**config.mk**
```make
export PLATFORM = sky130hd
export DESIGN_NAME = prog_loader
export DESIGN_NICKNAME = d
export VERILOG_FILES = /design/src/rtl/prog_loader_pkg.sv /design/src/rtl/prog_loader.sv
export SDC_FILE = /design/constraint.sdc
export NUM_CORES = 1
export LEC_CHECK = 0
export ABC_AREA = 1
export CAP_MARGIN = 20
export CORE_ASPECT_RATIO = 0.75
export CORE_MARGIN = 2
export CORE_UTILIZATION = 56
export CTS_CLUSTER_DIAMETER = 80
export DETAILED_ROUTE_END_ITERATION = 6
export GPL_TIMING_DRIVEN = 0
export PLACE_DENSITY_LB_ADDON = 0.12
export RECOVER_POWER = 50
export SLEW_MARGIN = 10
export SYNTH_ARGS = -nofsm -noshare
export SYNTH_HDL_FRONTEND = slang
export SYNTH_SLANG_ARGS = --single-unit
```
**constraint.sdc**
```tcl
create_clock -name clk -period 2.5 [get_ports clk]
set_clock_uncertainty 0.15 [all_clocks]
set_input_delay 0.375 -clock clk [delete_from_list [all_inputs] [get_ports clk]]
set_output_delay 0.375 -clock clk [all_outputs]
set_load 0.005 [all_outputs]
```
**src/rtl/prog_loader_pkg.sv**
```systemverilog
// Shared definitions for the program loader: FSM states, frame marker,
// status codes and the instruction memory depth. The CPU bench reuses the
// status codes.
package prog_loader_pkg;

    typedef enum logic [2:0] {
        ST_IDLE   = 3'd0,
        ST_LEN_HI = 3'd1,
        ST_LEN_LO = 3'd2,
        ST_DATA   = 3'd3,
        ST_CHECK  = 3'd4,
        ST_DONE   = 3'd5,
        ST_ERROR  = 3'd6
    } state_t;

    localparam logic [7:0] PL_SYNC_BYTE = 8'hC0;
    localparam int         PL_MAX_WORDS = 4096;

    localparam logic [7:0] STATUS_IDLE    = 8'h00;
    localparam logic [7:0] STATUS_LOADING = 8'h01;
    localparam logic [7:0] STATUS_DONE    = 8'h02;
    localparam logic [7:0] STATUS_BAD_LEN = 8'h81;
    localparam logic [7:0] STATUS_BAD_CHK = 8'h82;

    // Running frame checksum: XOR of every payload byte.
    function automatic logic [7:0] chk_next(input logic [7:0] acc, input logic [7:0] b);
        return acc ^ b;
    endfunction

endpackage

```
**src/rtl/prog_loader.sv**
```systemverilog
// Byte-stream program loader. Holds the CPU in reset, receives a framed
// image (sync, 16-bit word count, payload MSB-first, XOR checksum), writes
// the packed words into instruction RAM from address 0 and releases the CPU
// only when the checksum matches.
module prog_loader
    import prog_loader_pkg::*;
#(
    parameter int         MAX_WORDS = PL_MAX_WORDS,
    parameter logic [7:0] SYNC_BYTE = PL_SYNC_BYTE
) (
    input  logic        clk,
    input  logic        nRst,
    input  logic [7:0]  inData,
    input  logic        inValid,
    output logic        inReady,
    output logic [11:0] imemAddress,
    output logic [31:0] imemData,
    output logic        imemWrEn,
    output logic        cpuNRst,
    output logic [7:0]  loaderStatus
);

    localparam logic [15:0] MAX_LEN = 16'(MAX_WORDS);

    state_t      state_r;
    logic        ready_r;
    logic [11:0] addr_r;
    logic [31:0] data_r;
    logic        wr_en_r;
    logic        cpu_nrst_r;
    logic [7:0]  status_r;
    logic [7:0]  len_hi_r;
    logic [15:0] len_r;
    logic [15:0] words_done_r;
    logic [1:0]  byte_cnt_r;
    logic [23:0] word_r;
    logic [7:0]  chk_r;

    logic        accept_s;
    logic        start_s;
    logic [15:0] len_in_s;

    assign accept_s = inValid && ready_r;
    assign len_in_s = {len_hi_r, inData};
    // A sync byte (re)starts a load only outside an active frame.
    assign start_s  = accept_s && (inData == SYNC_BYTE) &&
                      ((state_r == ST_IDLE) || (state_r == ST_DONE) || (state_r == ST_ERROR));

    assign inReady      = ready_r;
    assign imemAddress  = addr_r;
    assign imemData     = data_r;
    assign imemWrEn     = wr_en_r;
    assign cpuNRst      = cpu_nrst_r;
    assign loaderStatus = status_r;

    // Loader FSM with word packer, checksum accumulator and registered outputs.
    always_ff @(posedge clk) begin
        if (!nRst) begin
            state_r      <= ST_IDLE;
            ready_r      <= 1'b1;
            addr_r       <= 12'd0;
            data_r       <= 32'd0;
            wr_en_r      <= 1'b0;
            cpu_nrst_r   <= 1'b0;
            status_r     <= STATUS_IDLE;
            len_hi_r     <= 8'd0;
            len_r        <= 16'd0;
            words_done_r <= 16'd0;
            byte_cnt_r   <= 2'd0;
            word_r       <= 24'd0;
            chk_r        <= 8'd0;
        end else if (start_s) begin
            state_r      <= ST_LEN_HI;
            status_r     <= STATUS_LOADING;
            cpu_nrst_r   <= 1'b0;
            addr_r       <= 12'd0;
            chk_r        <= 8'd0;
            byte_cnt_r   <= 2'd0;
            words_done_r <= 16'd0;
        end else begin
            case (state_r)
                ST_LEN_HI: begin
                    if (accept_s) begin
                        len_hi_r <= inData;
                        state_r  <= ST_LEN_LO;
                    end
                end
                ST_LEN_LO: begin
                    if (accept_s) begin
                        len_r <= len_in_s;
                        if ((len_in_s == 16'd0) || (len_in_s > MAX_LEN)) begin
                            state_r  <= ST_ERROR;
                            status_r <= STATUS_BAD_LEN;
                        end else begin
                            state_r <= ST_DATA;
                        end
                    end
                end
                ST_DATA: begin
                    if (wr_en_r) begin
                        // Write cycle ends: advance to the next word slot.
                        wr_en_r      <= 1'b0;
                        ready_r      <= 1'b1;
                        addr_r       <= addr_r + 12'd1;
                        words_done_r <= words_done_r + 16'd1;
                        if ((words_done_r + 16'd1) == len_r) begin
                            state_r <= ST_CHECK;
                        end
                    end else if (accept_s) begin
                        chk_r      <= chk_next(chk_r, inData);
                        byte_cnt_r <= byte_cnt_r + 2'd1;
                        if (byte_cnt_r == 2'd3) begin
                            data_r  <= {word_r, inData};
                            wr_en_r <= 1'b1;
                            ready_r <= 1'b0;
                        end else begin
                            word_r <= {word_r[15:0], inData};
                        end
                    end
                end
                ST_CHECK: begin
                    if (accept_s) begin
                        if (inData == chk_r) begin
                            state_r    <= ST_DONE;
                            status_r   <= STATUS_DONE;
                            cpu_nrst_r <= 1'b1;
                        end else begin
                            state_r  <= ST_ERROR;
                            status_r <= STATUS_BAD_CHK;
                        end
                    end
                end
                ST_IDLE, ST_DONE, ST_ERROR: begin
                    // Non-sync bytes are discarded here.
                    state_r <= state_r;
                end
                default: begin
                    state_r <= ST_IDLE;
                end
            endcase
        end
    end

endmodule

```
# Word-level counts from Yosys, hierarchy flattened
# Index checks and enable logic that the tools add are counted.
# word_totals
ff_bits	132
in_bits	11
out_inout_bits	55
word_cells	96
# classes
n_addsub	3
n_lt_le_gt_ge	1
n_eq_ne	23
muxes	21
bitwise	6
reduce_logical	27
# ops
op	count
$mux 8	4
$mux 3	6
$ne 3x3->1 const B	6
$add 16x1->16 const B	1
$eq 16x16->1	1
$gt 16x13->1 const B	1
$logic_not 16->1	1
$pmux 8 s2	1
$pmux 3 s5	1
$ne 2x2->1 const B	7
$add 12x1->12 const B	1
$reduce_and 3->1	4
$reduce_and 4->1	3
$reduce_and 6->1	2
$reduce_and 5->1	2
$eq 3x3->1 const B	3
$eq 8x8->1	1
$eq 8x8->1 const B	1
$mux 1	8
$xor 8x8->8	1
$eq 3x2->1 const B	2
$reduce_bool 2->1	3
$not 1->1	5
$reduce_and 2->1	2
other kinds (10)	14

# Longest topological paths before layout
# depth
depth_word	6
depth_mapped	17
mapped_depth_nobuf	17

# Worst setup path before layout
# Ideal clock, no wire load.
# synth_path
path_kind	register to register
from	reg words_done_r[0]
to	reg state_r[1]
setup_time_ns	0.113
t_arrival_ns	1.728
required_time_ns	2.237
setup_slack_ns	0.509
path_stages_with_launch	17
path_buffers	0
period_less_slack_ns	1.991
cell_sequence	dfxtp_1 > ha_1 > nand2_1 > nor2_2 > nand2_1 > nand2_1 > nand2_1 > nand2_1 > nand2_1 > nor2_1 > nand2_1 > nor2_1 > nand3_1 > nand2_1 > nand2_1 > o21ai_1 > inv_1
# synth_between
elab_chain_cells	4
# synth_rtl
item	line	source
start: declaration	prog_loader.sv:34	logic [15:0] words_done_r;
start signal: assignment	prog_loader.sv:105	words_done_r <= words_done_r + 16'd1;
$add 16x1->16	prog_loader.sv:106	if ((words_done_r + 16'd1) == len_r) begin
$eq 16x16->1	prog_loader.sv:106	
$ne 2x2->1 (no source line)	-	
$reduce_and 6->1 (no source line)	-	
end signal: assignment	prog_loader.sv:135	state_r <= state_r;
end: declaration	prog_loader.sv:25	state_t state_r;
# No other way between the ends.
# A chain may end at the register's enable or synchronous reset.

# Worst setup path after layout
# layout_path
from	in inData[5]
to	reg len_r[14]
# layout_between
elab_chain_cells	5
# layout_rtl
item	line	source
start: declaration	prog_loader.sv:13	input logic [7:0] inData,
$eq 8x8->1	prog_loader.sv:46	assign start_s = accept_s && (inData == SYNC_BYTE) &&
$logic_and 1x1->1 (2 in series)	prog_loader.sv:46	
$not 1->1 (no source line)	-	
$reduce_and 3->1 (no source line)	-	
end signal: assignment	prog_loader.sv:90	len_r <= len_in_s;
end: declaration	prog_loader.sv:33	logic [15:0] len_r;
# No other way between the ends.

==> metrics.cfg <==
[logic_synthesis]
synth_common_cells = nand2_1, dfxtp_1, a21oi_1, nor2_1, o21ai_0
synthesis.area_um2 = 5630
async_reset_ff_share_pct = 0
yosysTopAreaCellShare_pct = 45.1
syn_avg_cell_area_um2 = 7.30
ys.flop_type = dfxtp_1
synth_edf_count = 0
yosysMostFrequentCell = nand2_1
ys_types = 42
syn_inst = 772
ys_warn_count = 0
yosysSeqAreaShare_pct = 45.1
yosysTopAreaCell = dfxtp_1
synth_area_leaders = dfxtp_1, nand2_1, a21oi_1, o21ai_0, nor2_1
ys_seq_elements = 127

[power_and_ir_drop]
combPwrFrac_pct = 15.9
power.share.clock_pct = 43.8
power.share.sequential_pct = 40.2
power_per_cell_area_nw_per_um2 = 781
power_switching_uw = 1570
p_sw_share_pct = 28.5
ir_worst_vdd_uv = 542
totalPowerFinal_uw = 5500
power.internal_uw = 3940
p_leak_uw = 0.00296

[die]
die_area_um2 = 10900
num_rows = 31
core_area_um2 = 9740
die_y_um = 90.9
boundaryPins = 66
fp.dieW_um = 120
start_util_pct = 57.9

[route]
dr.pass1.iters = 6
wl_per_cell_um = 15.3
final_antenna_net_count = 0
routed_via_density = 5.66
drt_iter0_markers = 648
drc = 0
wl_mm = 15.4
dr_total_vias = 5671

[global_route]
grt_pass1_wl_mm = 24.8
grt_max_degree = 17
grt_overflow_total = 0
antenna_found_initial = 0
track_usage_pct = 28.8
grt_pass1_vias = 5212

[worst_setup_path]
slowest_delay_ns = 0.58
required_ns = 2.63
cp-end-kind = flop
arrival_ns = 2.54
crit_type = in2reg
cp_top_family = buffers and inverters
path_max_fanout = 10
cp.buffers_inverters = 2
crit_chain = clkdlybuf4s50_1 > nor2_1 > nand4_1 > nor3_2 > nor2_2 > nand2_1 > clkbuf_1 > a21oi_1
crit_slowest_cell = clkdlybuf4s50_1
critPathLaunchType = input pin

[place]
dp_hpwl_mm = 10.9
place.gp.congestion = 0.914
place_ws_ns = -0.213
numPortBuffers = 60

[timing]
setup_tns_ns = 0
fmax_ghz = 0.416
rsz0062_at_grt = yes
fin_crit_sh_pct = 96.2
timing.slew.headroom_pct = 59.5
maxSlewViolCount = 0
setup_viol = 0
period_minus_slack_ns = 2.40
setup_slack_ns = 0.0952
worst_slew_pin_slew_ns = 0.608
hold_violations = 0

[hold_path]
hp-class = reg2reg

[clock_tree]
clock_path_buffers = 2
root_buffer = clkbuf_16
hold_buffers = 0
cts.sinks = 127
cts_buffers = 17
h-tree-depth = 4
cts_tree = done
insertion_delay_ns = 0.42
path_clk_slew_ns = 0.06

[outcome]
outcome = finished, final reports clean

[finish]
area_growth_pct = 25.2
n_antenna_cell = 0
nets = 871
drive_above_1_share_pct = 9.20

[job]
maxCapViolations = 0

## cell type report
cell class	instances	area, um2
tap	132	165
buffer	38	180
fill	764	2690
sequential	127	2550
clock buffer	19	443
timing repair buffer	62	616
multi-input combinational	533	2670
clock inverter	13	139
inverter	78	295
## placed cells by master, fill, tap and decap left out, drive strengths merged
cell and instances:
nand3b 2, nor2 100, clkdlybuf4s50 10, nand2 141
clkbuf 47, inv 78, dfxtp 127, o21a 1
or2 3, clkinv 9, nor4 4, conb 5
a21oi 89, bufinv 2, nor3 7, xnor2 3
o31ai 2, and2 1, nand3 54, xnor3 1
a211oi 3, o21ai 82, xor2 16, dlygate4sd3 50
clkinvlp 2, nor3b 1, ha 3, buf 12
nand4 10, a31oi 5
## what timing repair did
| action | CTS | global route |
|---|---|---|
| endpoints found under the setup margin | 2 | 6 |
| gates resized for setup | 4 | 10 |
| cloned | 0 | 0 |
| setup buffers | 0 | 2 |
| pin swaps | 0 | 2 |
## power by group through the flow
stage / clock, uW / sequential (uW) / combinational [uW]
2_1_floorplan: 0 / 2240 / 614
3_3_place_gp: 0 / 2250 / 811
3_5_place_dp: 0 / 2260 / 842
4_1_cts: 2420 / 2210 / 852
5_1_grt: 2520 / 2220 / 972
6_report: 2410 / 2210 / 877
## tightest hold or removal path, stage by stage (launching register included)
cell and delay, ns:
dfxtp_1 0.30, inv_1 0.06, a21oi_1 0.05
## kinds of logic after synthesis
family / count (synthesis) / synth area share [%]
AOI/OAI and AO/OA: 182 / 16.6
other: 1 / 0.0666
buffers and inverters: 116 / 8.44
DFF: 127 / 45.1
and+or+nand+nor: 323 / 25.7
adders and majority gates: 3 / 0.666
xor gates and xnor gates: 20 / 3.35
## layer usage
metal / track usage, % / up-vias / wire length, um
li1: - / 2697 / -
met1: 39.7 / 2666 / 6960
met2: 42.7 / 268 / 6690
met3: 7.01 / 40 / 1310
met4: 12.6 / 0 / 415
met5: 0 / - / 0
## registers in the layout, indices dropped and copies added (netlist names), 2 cells and up
register	count
imemData	32
word_r	24
len_r	16
words_done_r	16
imemAddress	12
chk_r	8
len_hi_r	8
loaderStatus	3
state_r	3
byte_cnt_r	2
## final timing paths
path,cells after the start,endpoint,startpoint,slack (ns)
max,8,len_r[14],inData[5],0.1
min,2,word_r[22],word_r[22],0.31
max reg2reg,14,state_r[1],words_done_r[0],0.1
min reg2reg,2,word_r[22],word_r[22],0.31
## through the flow
stage | util, % | instances | area [um2] | hold WS [ns]
final | 72.4 | 1002 | 7050 | 0.309
after global routing | 72.4 | 1002 | 7050 | 0.323
after CTS | 72.0 | 1000 | 7010 | 0.307
after detailed placement | 65.9 | 968 | 6410 | 0.298
after global placement | 65.9 | 968 | 6410 | 0.288
after floorplan | - | 776 | 5650 | 0.280
No activity file was read; power rests on OpenSTA's default activity.
